[src/rtl/branch_predict_btb.sv]
// Branch target buffer with 2-bit saturating direction counters.
//
// Lookup (combinational, reflects state as of the last clock edge):
//   pc          - fetch address; bit 0 ignored, pc[IW:1] selects the set,
//                 pc[15:IW+1] is the tag
//   hit         - tag matches a valid way in the selected set
//   bta_out     - stored target of the hitting way, 0 on miss
//   predict_out - hit and the hitting way's counter MSB
// Update (registered at the rising edge of clk):
//   upd_valid   - strobe carrying a resolved branch
//   upd_pc      - address of the resolved branch
//   upd_taken   - resolved direction
//   upd_target  - resolved target address
//   flush       - invalidate every entry (beats a simultaneous update)
//   reset       - synchronous active-high; clears valids, counters to
//                 CTR_INIT, victim pointers to 0; beats flush and update
module branch_predict_btb #(
  parameter int unsigned NUM_SETS = 8,
  parameter int unsigned NUM_WAYS = 2,
  parameter logic [1:0]  CTR_INIT = 2'b10
) (
  input  logic        clk,
  input  logic        reset,
  input  logic [15:0] pc,
  output logic        hit,
  output logic [15:0] bta_out,
  output logic        predict_out,
  input  logic        upd_valid,
  input  logic [15:0] upd_pc,
  input  logic        upd_taken,
  input  logic [15:0] upd_target,
  input  logic        flush
);

  localparam int unsigned IW = $clog2(NUM_SETS);
  localparam int unsigned TW = 15 - IW;
  // A single-way BTB still carries a 1-bit pointer that never leaves 0.
  localparam int unsigned WW = (NUM_WAYS > 1) ? $clog2(NUM_WAYS) : 1;

  logic          valid_q [NUM_SETS][NUM_WAYS];
  logic [TW-1:0] tag_q   [NUM_SETS][NUM_WAYS];
  logic [15:0]   tgt_q   [NUM_SETS][NUM_WAYS];
  logic [1:0]    ctr_q   [NUM_SETS][NUM_WAYS];
  logic [WW-1:0] ptr_q   [NUM_SETS];

  logic [IW-1:0] lk_idx;
  logic [TW-1:0] lk_tag;
  logic [IW-1:0] up_idx;
  logic [TW-1:0] up_tag;
  logic          unused_lsb;

  assign lk_idx     = pc[IW:1];
  assign lk_tag     = pc[15:IW+1];
  assign up_idx     = upd_pc[IW:1];
  assign up_tag     = upd_pc[15:IW+1];
  assign unused_lsb = pc[0] ^ upd_pc[0];

  // Lookup: outputs are gated by valid, so unreset tags/targets never leak.
  always_comb begin
    hit         = 1'b0;
    bta_out     = '0;
    predict_out = 1'b0;
    for (int unsigned w = 0; w < NUM_WAYS; w++) begin
      if (valid_q[lk_idx][WW'(w)] && (tag_q[lk_idx][WW'(w)] == lk_tag)) begin
        hit         = 1'b1;
        bta_out     = tgt_q[lk_idx][WW'(w)];
        predict_out = ctr_q[lk_idx][WW'(w)][1];
      end
    end
  end

  logic          up_hit;
  logic [WW-1:0] up_hway;
  logic          free_found;
  logic [WW-1:0] free_way;
  logic [WW-1:0] alloc_way;
  logic [WW-1:0] ptr_d;
  logic [1:0]    ctr_cur;
  logic [1:0]    ctr_d;

  // Update-side search: hitting way, lowest invalid way, next counter value.
  always_comb begin
    up_hit     = 1'b0;
    up_hway    = '0;
    free_found = 1'b0;
    free_way   = '0;
    for (int unsigned w = 0; w < NUM_WAYS; w++) begin
      if (valid_q[up_idx][WW'(w)] && (tag_q[up_idx][WW'(w)] == up_tag)) begin
        up_hit  = 1'b1;
        up_hway = WW'(w);
      end
      if (!valid_q[up_idx][WW'(w)] && !free_found) begin
        free_found = 1'b1;
        free_way   = WW'(w);
      end
    end
    alloc_way = free_found ? free_way : ptr_q[up_idx];
    ptr_d     = (ptr_q[up_idx] == WW'(NUM_WAYS - 1)) ? '0 : ptr_q[up_idx] + WW'(1);
    ctr_cur   = ctr_q[up_idx][up_hway];
    if (upd_taken) begin
      ctr_d = (ctr_cur == 2'b11) ? ctr_cur : ctr_cur + 2'd1;
    end else begin
      ctr_d = (ctr_cur == 2'b00) ? ctr_cur : ctr_cur - 2'd1;
    end
  end

  always_ff @(posedge clk) begin
    if (reset) begin
      for (int unsigned s = 0; s < NUM_SETS; s++) begin
        for (int unsigned w = 0; w < NUM_WAYS; w++) begin
          valid_q[IW'(s)][WW'(w)] <= 1'b0;
          ctr_q[IW'(s)][WW'(w)]   <= CTR_INIT;
        end
        ptr_q[IW'(s)] <= '0;
      end
    end else if (flush) begin
      for (int unsigned s = 0; s < NUM_SETS; s++) begin
        for (int unsigned w = 0; w < NUM_WAYS; w++) begin
          valid_q[IW'(s)][WW'(w)] <= 1'b0;
        end
      end
    end else if (upd_valid) begin
      if (up_hit) begin
        ctr_q[up_idx][up_hway] <= ctr_d;
        if (upd_taken) begin
          tgt_q[up_idx][up_hway] <= upd_target;
        end
      end else if (upd_taken) begin
        valid_q[up_idx][alloc_way] <= 1'b1;
        tag_q[up_idx][alloc_way]   <= up_tag;
        tgt_q[up_idx][alloc_way]   <= upd_target;
        ctr_q[up_idx][alloc_way]   <= CTR_INIT;
        // Pointer only moves when a valid way is evicted.
        if (!free_found) begin
          ptr_q[up_idx] <= ptr_d;
        end
      end
    end
  end

endmodule

[config.mk]
export PLATFORM = sky130hd
export DESIGN_NAME = branch_predict_btb
export DESIGN_NICKNAME = d
export VERILOG_FILES = /design/src/rtl/branch_predict_btb.sv
export SDC_FILE = /design/constraint.sdc
export NUM_CORES = 1
export LEC_CHECK = 0
export CAP_MARGIN = 30
export CORE_MARGIN = 3
export CORE_UTILIZATION = 45
export DETAILED_ROUTE_END_ITERATION = 7
export SLEW_MARGIN = 20
export SYNTH_ARGS = -nofsm -noshare
export SYNTH_HDL_FRONTEND = slang
export SYNTH_SLANG_ARGS = --single-unit
[constraint.sdc]
create_clock -name clk -period 4.8 [get_ports clk]
set_input_delay 0.48 -clock clk [delete_from_list [all_inputs] [get_ports clk]]
set_output_delay 0.48 -clock clk [all_outputs]
set_load 0.005 [all_outputs]
==> flow_summary.json <==
{
  "hold_buffers": 0,
  "syn_area_mm2": 0.0227,
  "synth_flop_cell": "edfxtp_1",
  "yosysMostFrequentCell": "edfxtp_1",
  "dp_cells": 2007,
  "die_w_um": 231,
  "total_power_uw": 9610,
  "maxSlewViolCount": 0,
  "final.setup.worst_slack_ns": 0.557,
  "path_cells": "mux4_2 > mux2i_1 > xor2_1 > nand4_1 > nor4_1 > nand4_1 > buf_4 > nor2_1 > a21o_1 > clkdlybuf4s50_1",
  "dieArea_mm2": 0.0532,
  "synth_area_leader_cell": "edfxtp_1",
  "hp-class": "flip-flop to flip-flop",
  "die_h_um": 231,
  "finalSetupViolations": 0,
  "ir_worst_vdd_uv": 332,
  "antenna_found_initial": 1,
  "vias": 12719,
  "synth_cell_types": 70,
  "crit_top_cell": "nand4_1",
  "antenna_left": 0,
  "wirelength_um": 57000,
  "rsz0062_at_grt": "no",
  "synth-edff-count": 488,
  "synthAdderAreaFrac_pct": 0.176,
  "power_density_mw_per_mm2": 362,
  "gp_congestion": 0.821,
  "worst_path_max_delay_cell": "clkdlybuf4s50_1",
  "async_reset_ff_share_pct": 0,
  "leakagePower_uw": 0.00869,
  "endpoint_kind": "output port",
  "crit_type": "flip-flop to output port",
  "maxCapViolations": 0,
  "worst_ep_arrival_time_ns": 3.76,
  "slew_headroom_pct": 44.6,
  "drc": 0,
  "first_global_vias": 13007,
  "syn_to_final_growth_pct": 16.9,
  "cts_tree": "yes",
  "cpPeakStageDelay_ns": 0.51,
  "drive_above_1_share_pct": 27.3,
  "syn_inst": 1265,
  "h-tree-depth": 2,
  "grt_max_degree": 39,
  "cts_buffers": 53,
  "grt_pass1_wl_um": 84800,
  "postSynthAreaPerCell_um2": 18.0,
  "num-fill-cells": 3960,
  "yosys-top-cells-count": "edfxtp_1, mux4_2, mux2i_1",
  "syn_nets": 1318,
  "synth_compound_area_share_pct": 3.90,
  "drt_iter0_drc": 1120,
  "nNetsFinal": 1451,
  "wl_per_cell_um": 27.1,
  "cp.required_ns": 4.32,
  "grt_usage_pct": 21.5,
  "viasPerCell": 6.04,
  "synthTopCellsByArea": "edfxtp_1, mux4_2, mux2i_1, dfxtp_1, xnor2_1",
  "row_count": 81,
  "worstSkewPairLatency_ns": 0.60,
  "io_pins": 71,
  "fin_tns_setup_ns": 0,
  "place_hpwl_um": 36000,
  "clock_skew_ns": 0.0169,
  "synth_xor_area_share_pct": 1.89,
  "final_cells": 2106,
  "cts.repair.resized": 0,
  "synthSimpleGateAreaFrac_pct": 6.24,
  "core_area_mm2": 0.0495,
  "final_area_mm2": 0.0266,
  "clkTransAtPathRegs_ns": 0.06,
  "cts.sinks": 504,
  "cp_max_fo": 35,
  "finalHoldViolCount": 0,
  "floorplan.initialDensity_pct": 45.9,
  "synth_seq_cells": 504,
  "multi_input_area_mm2": 0.00734,
  "outcome": "completed",
  "cts_setup_buffers": 0,
  "antenna_cells_inserted": 0,
  "seqCellArea_mm2": 0.0150,
  "max_slew.worst_pin.slew_ns": 0.829,
  "yosysTopAreaCellShare_pct": 64.5,
  "dr.pass1.iters": 5,
  "dpl_cell_area_mm2": 0.0248,
  "port_buffers": 68,
  "post-place-ws_ns": 0.506,
  "cts_root_buf": "clkbuf_16",
  "ys_seq_area_share_pct": 65.9,
  "gr-total-overflow": 0,
  "fin_crit_ns": 4.24,
  "period_share_pct": 88.4,
  "fmax_mhz": 236,
  "synth_top_family_by_area": "multiplexers",
  "cp-start-kind": "flip-flop",
  "clockBufferDepth": 3,
  "yosysWarnings": 0,
  "synthMuxAreaShare_pct": 19.7
}
-- stage by stage --
stage / utilization [%] / hold WS, ns
6_report: 53.7 / 0.483
2_1_floorplan: - / 0.433
3_3_place_gp: 50.1 / 0.452
3_5_place_dp: 50.1 / 0.468
5_1_grt: 53.7 / 0.498
4_1_cts: 53.7 / 0.481
-- worst max-delay path: cells and delay by family, from the launching register on --
kind	cells	cell delay (ns)
XOR/XNOR	1	0.19
AND/OR/NAND/NOR	4	0.79
multiplexers	2	0.84
AO/OA/AOI/OAI	1	0.14
flip-flops	1	0.38
buffers and inverters	2	0.79
-- final cells by class --
class	count	share of cell area [%]
multi-input combinational	668	27.6
sequential	504	56.4
tap	664	3.13
inverter	6	0.0848
clock inverter	34	1.33
timing repair buffer	165	6.10
clock buffer	65	5.32
-- kinds of logic after synthesis --
family / count (synthesis)
flip-flops: 504
multiplexers: 259
AND/OR/NAND/NOR: 237
AO/OA/AOI/OAI: 119
buffers and inverters: 93
XOR/XNOR: 49
adder cells (fa/ha/maj): 4
-- layer usage --
| metal | global-route usage [%] | share of wire, % |
|---|---|---|
| met3 | 3.99 | 6.5 |
| met2 | 33.6 | 47 |
| met4 | 5.38 | 2.0 |
| met1 | 31.6 | 44 |
| met5 | 0 | 0.023 |
-- registers in the layout, summed over array words and instances, names as in the netlist --
signal and count:
valid_q 16, ctr_q 32, tgt_q 256, tag_q 192, ptr_q 8
-- placed cells by master (no fill, tap or decap), types with 5 or more instances in the layout --
cell | synthesis | layout
nand2_1 | 35 | 35
a221oi_1 | 10 | 10
bufinv_16 | 0 | 6
clkbuf_16 | 0 | 53
nor3_2 | 4 | 11
buf_4 | 6 | 82
xor2_1 | 16 | 16
dfxtp_1 | 16 | 16
o22ai_1 | 8 | 8
mux4_2 | 147 | 147
o21bai_1 | 15 | 15
mux2_1 | 5 | 5
nand3_1 | 11 | 11
buf_12 | 0 | 18
nor2_1 | 74 | 73
clkbuf_1 | 32 | 8
nor4b_2 | 14 | 14
clkinv_2 | 0 | 10
a21o_1 | 24 | 24
o21ai_0 | 19 | 19
nor2b_1 | 5 | 5
clkbuf_8 | 0 | 5
xnor2_1 | 33 | 33
mux2i_1 | 91 | 91
nand4_1 | 22 | 22
mux2_2 | 14 | 14
clkdlybuf4s50_1 | 0 | 62
clkinv_1 | 0 | 9
nor4_1 | 15 | 15
a221o_1 | 5 | 5
a22o_1 | 5 | 5
edfxtp_1 | 488 | 488
a22oi_1 | 11 | 11
-- power by group --
part / switching, uW / internal [uW]
Combinational: 383 / 280
Sequential: 6.60 / 4840
Clock: 1690 / 2420
-- worst paths after layout --
| path | slack [ns] | start | cells past startpoint | end |
|---|---|---|---|---|
| hold / removal | 0.48 | valid_q[5][0] | 2 | valid_q[5][0] |
| hold reg to reg | 0.48 | valid_q[5][0] | 2 | valid_q[5][0] |
| setup / recovery | 0.56 | tag_q[7][9] | 10 | bta_out[5] |
| setup reg to reg | 1.40 | tag_q[2][7] | 9 | ctr_q[3][3] |
(Power assumes the default switching activity.)
